**src/rtl/conv_z_streamer.sv**
```systemverilog
// rtl/conv_z_streamer.sv - Z result memory readout streamer with 2-entry output buffer
module conv_z_streamer #(
    parameter int DATA_W = 32,
    parameter int ADDR_W = 6
) (
    input  logic              clk,
    input  logic              rst,
    input  logic              start_i,
    input  logic [ADDR_W:0]   len_i,
    output logic              rd_en_o,
    output logic [ADDR_W-1:0] rd_addr_o,
    input  logic [DATA_W-1:0] rd_data_i,
    output logic [DATA_W-1:0] m_data_o,
    output logic              m_valid_o,
    input  logic              m_ready_i,
    output logic              m_last_o,
    output logic              busy_o,
    output logic              done_o
);

    typedef enum logic [1:0] {
        S_IDLE  = 2'd0,
        S_READ  = 2'd1,
        S_DRAIN = 2'd2,
        S_DONE  = 2'd3
    } state_t;

    localparam logic [ADDR_W:0] MAX_LEN = {1'b1, {ADDR_W{1'b0}}};

    state_t              r_state;
    state_t              w_next;
    logic [ADDR_W:0]     r_len;
    logic [ADDR_W:0]     r_rd_cnt;
    logic [ADDR_W:0]     r_sent;
    logic [ADDR_W-1:0]   r_addr_hold;
    logic                r_inflight;
    logic [DATA_W-1:0]   r_mem [0:1];
    logic                r_wptr;
    logic                r_rptr;
    logic [1:0]          r_count;

    logic                w_start;
    logic [ADDR_W:0]     w_len_clamp;
    logic                w_pop;
    logic                w_push;
    logic [2:0]          w_occ;

    // A start is only honoured in IDLE; longer requests are clamped to the memory depth
    assign w_start     = (r_state == S_IDLE) && start_i;
    assign w_len_clamp = (len_i > MAX_LEN) ? MAX_LEN : len_i;
    assign w_pop       = m_valid_o & m_ready_i;
    assign w_push      = r_inflight;
    // Words that will occupy the buffer after this cycle if no new read were issued
    assign w_occ       = {1'b0, r_count} + {2'b00, r_inflight} - {2'b00, w_pop};

    assign m_valid_o   = (r_count != 2'd0);
    assign m_data_o    = m_valid_o ? r_mem[r_rptr] : '0;
    assign m_last_o    = m_valid_o && (r_sent == (r_len - 1'b1));

    // State register
    always_ff @(posedge clk or negedge rst) begin
        if (!rst) begin
            r_state <= S_IDLE;
        end else begin
            r_state <= w_next;
        end
    end

    // Next-state logic
    always_comb begin
        w_next = r_state;
        case (r_state)
            S_IDLE: begin
                if (w_start) begin
                    w_next = (w_len_clamp == '0) ? S_DONE : S_READ;
                end
            end
            S_READ: begin
                if (rd_en_o && (r_rd_cnt == (r_len - 1'b1))) begin
                    w_next = S_DRAIN;
                end
            end
            S_DRAIN: begin
                if (w_pop && m_last_o) begin
                    w_next = S_DONE;
                end
            end
            default: begin
                w_next = S_IDLE;
            end
        endcase
    end

    // Outputs: reads are throttled so the buffer plus the in-flight read never exceeds two
    always_comb begin
        rd_en_o   = (r_state == S_READ) && (w_occ < 3'd2);
        rd_addr_o = rd_en_o ? r_rd_cnt[ADDR_W-1:0] : r_addr_hold;
        busy_o    = (r_state != S_IDLE);
        done_o    = (r_state == S_DONE);
    end

    // Stream length, read-address and sent-word counters
    always_ff @(posedge clk or negedge rst) begin
        if (!rst) begin
            r_len       <= '0;
            r_rd_cnt    <= '0;
            r_sent      <= '0;
            r_addr_hold <= '0;
            r_inflight  <= 1'b0;
        end else begin
            r_inflight <= rd_en_o;
            if (w_start) begin
                r_len    <= w_len_clamp;
                r_rd_cnt <= '0;
                r_sent   <= '0;
            end else begin
                if (rd_en_o) begin
                    r_rd_cnt    <= r_rd_cnt + 1'b1;
                    r_addr_hold <= rd_addr_o;
                end
                if (w_pop) begin
                    r_sent <= r_sent + 1'b1;
                end
            end
        end
    end

    // Two-entry output buffer; read data lands here one cycle after its read enable
    always_ff @(posedge clk or negedge rst) begin
        if (!rst) begin
            r_mem[0] <= '0;
            r_mem[1] <= '0;
            r_wptr   <= 1'b0;
            r_rptr   <= 1'b0;
            r_count  <= 2'd0;
        end else begin
            if (w_push) begin
                r_mem[r_wptr] <= rd_data_i;
                r_wptr        <= ~r_wptr;
            end
            if (w_pop) begin
                r_rptr <= ~r_rptr;
            end
            r_count <= r_count + {1'b0, w_push} - {1'b0, w_pop};
        end
    end

endmodule

```
**config.mk**
```make
export PLATFORM = sky130hd
export DESIGN_NAME = conv_z_streamer
export DESIGN_NICKNAME = d
export VERILOG_FILES = /design/src/rtl/conv_z_streamer.sv
export SDC_FILE = /design/constraint.sdc
export NUM_CORES = 1
export LEC_CHECK = 0
export BUFFER_PORTS_ARGS = -buffer_cell sky130_fd_sc_hd__buf_2
export CAP_MARGIN = 20
export CORE_MARGIN = 2
export CORE_UTILIZATION = 60
export DETAILED_ROUTE_END_ITERATION = 12
export PLACE_DENSITY = 0.85
export SLEW_MARGIN = 20
export SYNTH_ARGS = -nofsm -noshare
export SYNTH_HDL_FRONTEND = slang
export SYNTH_SLANG_ARGS = --single-unit
```
**constraint.sdc**
```tcl
create_clock -name clk -period 9 [get_ports clk]
set_input_delay 1.8 -clock clk [delete_from_list [all_inputs] [get_ports clk]]
set_output_delay 1.8 -clock clk [all_outputs]
set_load 0.05 [all_outputs]
```
======== Word-level counts from Yosys, hierarchy flattened ========
Index checks and enable logic that the tools add are counted.
storage, ports and cells
  register bits ........................... 98
  input bits .............................. 43
  output and inout bits ................... 43
  logic and storage cells ................. 69
operators by class
  add/subtract/negate cells ............... 7
  $lt $le $gt $ge ......................... 5
  equal/unequal tests ..................... 8
  multiplexer cells ....................... 18
  bitwise logic cells ..................... 6
  reduce and logical (&&, ||, !) cells .... 14
operators with widths
  kind                                                                   number
  32-bit 2-to-1 mux                                                      5
  64-bit bitwise mux                                                     1
  7-bit 2-to-1 mux                                                       5
  32-bit demux with 1-bit select                                         1
  7-bit by 1-bit adder with 7-bit output (second input constant)         2
  7-bit equality test                                                    2
  2-bit 2-to-1 mux                                                       4
  2-bit nonzero test                                                     4
  7-bit > comparator (second input constant)                             1
  7-bit logical NOT                                                      1
  7-bit by 1-bit subtractor with 7-bit output (second input constant)    1
  1-bit logical AND                                                      6
  6-bit 2-to-1 mux                                                       1
  2-bit != test (second input constant)                                  3
  2-bit one-hot mux with 3 select lines                                  1
  2-bit equality test (second input constant)                            2
  2-bit greater-or-equal comparator (second input constant)              2
  1-bit NOT with 2-bit output                                            2
  2-bit by 1-bit adder with 3-bit output                                 1
  3-bit by 2-bit < comparator with 1-bit output (second input constant)  1
  1-bit NOT                                                              3
  3-bit AND reduction                                                    1
  3-bit by 1-bit subtractor with 3-bit output                            1
  2-bit by 1-bit adder with 2-bit output                                 1
  other kinds (6)                                                        6

======== Longest topological paths before layout ========
Gate-level depths: netlist (run 1).
  depth after elaboration ................. 8
  depth in mapped cells ................... 15
  depth with buffers taken out ............ 15

======== Worst setup path before layout (run 1) ========
OpenSTA, ideal clock, no wires.
  path kind ............................... input-to-output
  from .................................... input port m_ready_i
  to ...................................... output port rd_addr_o[0]
  data arrival time ....................... 4.496 ns
  data required time ...................... 7.200 ns
  setup slack ............................. 2.704 ns
  stages .................................. 11
  path buffers ............................ 1
  cells stage by stage .................... nand2_1 -> inv_1 -> ha_1 -> inv_1 -> ha_1 -> inv_1 -> fa_1 -> xnor2_1 -> and3_1 -> buf_1 -> mux2_2
between the ends
  cells in the longest elaborated chain, start to end .. 5
RTL lines
  item                                           RTL line  source
  from (decl)                                    15        input logic m_ready_i,
  1-bit bitwise AND                              51        assign w_pop = m_valid_o & m_ready_i;
  net w_pop                                      44        logic w_pop;
  3-bit by 1-bit subtractor with 3-bit output    54        assign w_occ = {1'b0, r_count} + {2'b00, r_inflight} - {2'b00, w_pop};
  3-bit by 2-bit < comparator with 1-bit output  96        rd_en_o = (r_state == S_READ) && (w_occ < 3'd2);
  1-bit logical AND                              96
  net rd_en_o                                    10        output logic rd_en_o,
  6-bit 2-to-1 mux                               97        rd_addr_o = rd_en_o ? r_rd_cnt[ADDR_W-1:0] : r_addr_hold;
  to (decl)                                      11        output logic [ADDR_W-1:0] rd_addr_o,
The timed path passes the listed nets, and every way through them passes these cells.

======== Worst setup path after layout (run 1) ========
  from .................................... input port m_ready_i
  to ...................................... output port rd_addr_o[1]
between the ends
  cells in the longest elaborated chain, start to end .. 5
RTL lines
  item                                           RTL line
  1-bit bitwise AND                              51
  net w_pop                                      44
  3-bit by 1-bit subtractor with 3-bit output    54
  3-bit by 2-bit < comparator with 1-bit output  96
  1-bit logical AND                              96
  6-bit 2-to-1 mux                               97
The timed path passes the listed nets, and every way through them passes these cells.

==> results of run 1 <==
## cells in the mapped netlist, drive strengths merged (3+ instances only)
master / n / area share, %
dfrtp: 98 / 50
mux2: 78 / 18
nor2: 50 / 3.9
mux2i: 34 / 7.0
nand2: 22 / 1.7
xnor2: 16 / 3.3
clkbuf: 15 / 1.2
xor2: 14 / 2.5
inv: 13 / 1.0
ha: 9 / 2.3
buf: 8 / 0.77
nand3b: 6 / 0.93
a21oi: 4 / 0.41
nor4: 4 / 0.64
o21ai: 4 / 0.41
nand3: 3 / 0.31
nand4: 3 / 0.39
nor2b: 3 / 0.39
## layout make-up
class | instances | area, um^2
multi-input cells | 273 | 2280
clock inverters | 7 | 53.8
fillers | 578 | 2260
clock buffers | 9 | 124
repair buffers | 89 | 458
well taps | 102 | 128
flip-flops and latches | 98 | 2450
inverters | 13 | 48.8
## final timing paths
kind,startpoint,to,slack (ps)
worst max-delay path,m_ready_i,rd_addr_o[1],2770
worst min register to register,r_mem[52],r_mem[52],510
worst max register to register,r_count[1],r_state[1],4370
min in group asynchronous,rst,r_addr_hold[0],1420
max in group asynchronous,rst,r_mem[59],6480
worst min-delay path,r_mem[52],r_mem[52],510
## placed cells by master (no fill, tap or decap), drive strengths merged
cell | Yosys | layout
a21oi | 4 | 4
o2111a | 1 | 1
mux2 | 78 | 78
fa | 1 | 1
a31oi | 1 | 1
mux2i | 34 | 34
a2bb2oi | 1 | 1
o21ai | 4 | 4
nor2 | 50 | 50
o22ai | 1 | 1
o31a | 1 | 1
dfrtp | 98 | 98
and2 | 2 | 2
o32ai | 1 | 1
a2111oi | 1 | 1
xnor2 | 16 | 16
nand3 | 3 | 3
and4 | 1 | 1
xor2 | 14 | 14
ha | 9 | 9
o211ai | 1 | 1
or3b | 1 | 1
nor3 | 1 | 1
nor2b | 3 | 3
buf | 8 | 89
nand4 | 3 | 3
nand3b | 6 | 6
or3 | 2 | 2
and3 | 2 | 2
clkinvlp | 0 | 3
nand2b | 1 | 1
a21o | 2 | 2
o41ai | 2 | 2
inv | 13 | 14
clkinv | 0 | 3
nand2 | 22 | 22
clkbuf | 15 | 9
nor4 | 4 | 4
## state kept, by name (all words and copies together), names as in the netlist
register and flops:
r_mem 64, r_len 7, r_rd_cnt 7, r_sent 7
r_addr_hold 6, r_count 2, r_state 2, r_inflight 1
r_rptr 1, r_wptr 1
## critical path, cell delays in order
cell and delay, ps:
buf_2 100, nand2_1 150, inv_1 140, ha_1 290
inv_1 60, ha_1 130, inv_1 50, fa_1 390
xnor2_1 140, and3_1 550, mux2_2 410, buf_2 210
## routing by layer
| metal | wire, um | GRT usage [%] |
|---|---|---|
| met1 | 4140 | 28.7 |
| met2 | 4920 | 39.4 |
| met3 | 348 | 3.37 |
| met4 | 226 | 9.30 |
| met5 | 0 | 0 |
## kinds of logic after synthesis
logic type      after synthesis  synth area share, %
mux                         112                 25.1
simple gates                101                 9.71
compound gates               20                 3.37
xor+xnor                     30                 5.78
fa+ha+maj                    10                 2.72
buf+inv                      36                 2.93
flops                        98                 50.4
## per-stage QoR
| stage | hold WS [ps] | cell area [um^2] | util (%) | setup WS, ps | instances |
|---|---|---|---|---|---|
| after floorplan | 463 | 4870 | - | 2700 | 407 |
| after CTS | 517 | 5540 | 71.0 | 2760 | 591 |
| after global routing | 528 | 5540 | 71.0 | 2620 | 591 |
| final | 513 | 5540 | 71.0 | 2770 | 591 |
| after global placement | 486 | 5370 | 68.7 | 2920 | 575 |
| after detailed placement | 492 | 5370 | 68.7 | 2770 | 575 |
==> impl_metrics.yaml, run 1 <==
critical_path:
  arrival_ps: 4430
  end_kind: "output port"
  crit_path_start_kind: "input port"
  required_ps: 7200
  critical_path_class: "in -> out"
  r2r_cells: 16
  cp_max_fo: 15
floorplanning:
  io_pins: 86
  num_rows: 32
  core-area_mm2: 0.00781
  dieArea_mm2: 0.00885
  initial_core_util_pct: 62.4
  die_h_um: 94.1
  fp.dieW_um: 94.1
place:
  port_buffers: 85
  gp_congestion: 0.893
  detailed_place_hpwl_um: 6740
sta:
  fmax_ghz: 0.161
  worst_slew_pin_slew_ps: 978
  setup_viol: 0
  min_period_ps: 6230
  fin_skew_ps: 9.82
  fin_setup_tns_ps: 0
  fin_crit_sh_pct: 69.2
  final_max_slew_viol_count: 0
  finalHoldViolations: 0
  rsz0062_at_grt: "false"
  max_slew_margin_pct: 34.8
grt:
  grt_pass1_wl_um: 15600
  grt_overflow_total: 0
  grt_max_degree: 57
  grt_util_all_layers_pct: 22.8
  antenna_found_initial: 0
  first_global_vias: 3319
hold_path:
  hold_path_class: "reg -> reg"
  holdPathStages: 1
clocking:
  clkSinkCount: 98
  cts_max_level: 3
  insertion_delay_ps: 350
  holdBufCountCts: 0
  clk_pin_slew_ps: 90
  post_cts_resized: 0
  cts_tree: "built"
  cts_setup_buffers: 0
  ctsRootBufferMaster: "clkbuf_8"
  numCtsBuffers: 9
  cts_buffer_depth: 2
drt:
  via_count: 3303
  drt_iter0_drc: 90
  drtPass1Iterations: 4
  post_drt_wl_per_cell_um: 16.3
  final_antenna_net_count: 0
  routed_wl_um: 9630
  vias_per_cell: 5.59
  post-route-drc-count: 0
logic_synthesis:
  synth_edf_count: 0
  ys_warn_count: 0
  async_flop_share_pct: 100
  synth.net_count: 460
  synthCells: 407
  netlist_area_mm2: 0.00487
  synth_cell_type_count: 41
  synth_seq_area_share_pct: 50.4
  synth.avg_cell_area_um2: 12.0
  ys_ff_latch: 98
  yosys_most_used_dff: "dfrtp_1"
finish:
  area_growth_pct: 13.9
  drive_gt1_share_pct: 39.3
  n_antenna_cell: 0
  nets: 537
status:
  status: "finished, final reports clean"
flow_run:
  max_cap_violations: 0
Power of run 1 is not shown: default switching activity piles up to over one toggle a cycle in this logic, so the estimate is an artifact.
==> run 2, diff against run 1 <==
Settings changed: ABC_AREA from default to 1, CORE_UTILIZATION 60 to 56, PLACE_DENSITY 0.85 to 0.8.
Clock period 9 ns to 6.1 ns, I/O delays scaled along.
==> impl_metrics.yaml, run 2 <==
clocking:
  cts_tree: "built"
  ctsRootBufferMaster: "clkbuf_8"
  holdBufCountCts: 0
  cts_max_level: 3
  post_cts_resized: 0
  numCtsBuffers: 9
  insertion_delay_ps: 360
  cts_setup_buffers: 0
  clkSinkCount: 98
  cts_buffer_depth: 2
  clk_pin_slew_ps: 90
critical_path:
  end_kind: "output port"
  path_buf_inv: 5
  crit_path_start_kind: "input port"
  critical_path_class: "in -> out"
  cp_max_fo: 16
  required_ps: 4880
  cpLargestDelayFamily: "adder cells"
  max_stage_delay_ps: 500
  worstPathCellList: "buf_2 -> nand2_2 -> inv_2 -> ha_1 -> inv_1 -> ha_1 -> inv_1 -> fa_1 -> nand2_1 -> nand3b_4 -> o21ai_0 -> buf_2"
  arrival_ps: 3350
  crit_path_top_delay_cell: "fa_1"
logic_synthesis:
  synth_seq_area_share_pct: 50.3
  synth.avg_cell_area_um2: 7.75
  ys_ff_latch: 98
  post-synth-top-count-cell: "nand2_1"
  synthTopCellsByArea: "dfrtp_1 (50%), nand2_1 (15%), o21ai_0 (8.9%)"
  async_flop_share_pct: 100
  synth_commonest_cells: "nand2_1 (196), dfrtp_1 (98), o21ai_0 (87)"
  synth_cell_type_count: 31
  synth_edf_count: 0
  synth.net_count: 682
  synthCells: 629
  yosys_most_used_dff: "dfrtp_1"
  netlist_area_mm2: 0.00488
  ys_warn_count: 0
  synth_top_cell_by_area: "dfrtp_1"
  yosysTopAreaCellShare_pct: 50.3
floorplanning:
  num_rows: 34
  initial_core_util_pct: 56.8
  io_pins: 86
  dieArea_mm2: 0.00947
  core-area_mm2: 0.00859
  die_h_um: 97.3
  fp.dieW_um: 97.3
sta:
  worst_slew_pin_slew_ps: 1080
  max_slew_margin_pct: 27.9
  fin_crit_sh_pct: 75.0
  fin_skew_ps: 8.46
  setup_viol: 0
  fin_setup_tns_ps: 0
  finalHoldViolations: 0
  rsz0062_at_grt: "false"
  final_max_slew_viol_count: 0
  min_period_ps: 4570
  fmax_ghz: 0.219
finish:
  nets: 756
  drive_gt1_share_pct: 18.1
  largest_reg_flops: 64
  n_antenna_cell: 0
  final_cell_mix: "nand2_1 (195), dfrtp_1 (98), o21ai_0 (87)"
  area_growth_pct: 14.9
  final_common_cell: "nand2_1"
  regMostFlops: "r_mem"
grt:
  antenna_found_initial: 0
  first_global_vias: 4250
  grt_max_degree: 66
  grt_pass1_wl_um: 19600
  grt_util_all_layers_pct: 25.1
  grt_overflow_total: 0
drt:
  vias_per_cell: 5.37
  via_count: 4379
  post-route-drc-count: 0
  drtPass1Iterations: 4
  routed_wl_um: 11400
  final_antenna_net_count: 0
  drt_iter0_drc: 259
  post_drt_wl_per_cell_um: 14.0
place:
  port_buffers: 85
  gp_congestion: 0.883
  detailed_place_hpwl_um: 7530
hold_path:
  hold_path_class: "reg -> reg"
flow_run:
  max_cap_violations: 0
status:
  status: "finished, final reports clean"
-- run 2: per-layer routing --
metal	wire length (um)	global-route usage [%]
met5	0	0
met4	285	10.7
met3	565	3.17
met1	5210	35.6
met2	5370	39.4
-- run 2: final timing paths --
check	from	end	slack, ps	cells past startpoint
worst max-delay path	m_ready_i	rd_addr_o[3]	1530	12
min in group asynchronous	rst	r_mem[14]	810	1
worst max register to register	r_count[1]	r_state[0]	2960	19
worst min register to register	r_mem[59]	r_mem[59]	490	2
max in group asynchronous	rst	r_rd_cnt[1]	4140	2
worst min-delay path	r_mem[59]	r_mem[59]	490	2
-- run 2: cells by family after synthesis --
kind of cell	synth area share, %
AND/OR/NAND/NOR	23.8
AO/OA/AOI/OAI	14.4
buffers and inverters	8.44
flip-flops	50.3
adder cells (fa/ha/maj)	2.72
XOR/XNOR	0.359
-- run 2: worst reg2reg max path: cells and delay by family (launching register included) --
kind | cells | cell delay (ps)
fa+ha+maj | 3 | 900
buf+inv | 4 | 250
flops | 1 | 450
simple gates | 12 | 1470
-- run 2: area by class of cell --
cell class | instances | area [um^2]
Multi-Input combinational cell | 422 | 2020
Clock buffer | 10 | 138
Clock inverter | 5 | 85.1
Tap cell | 108 | 135
Fill cell | 752 | 2990
Inverter | 83 | 313
Sequential cell | 98 | 2450
Timing Repair Buffer | 89 | 458
-- run 2: through the flow --
stage	instance area, um^2	utilization [%]	setup WS [ps]	hold WS (ps)	std cells
2_1_floorplan	4880	-	988	446	629
6_report	5600	65.2	1530	493	815
3_3_place_gp	5370	62.5	1610	466	800
4_1_cts	5600	65.1	1510	492	815
5_1_grt	5600	65.2	1300	516	815
3_5_place_dp	5370	62.5	1510	473	800
Power of run 2 is left out for the same reason.
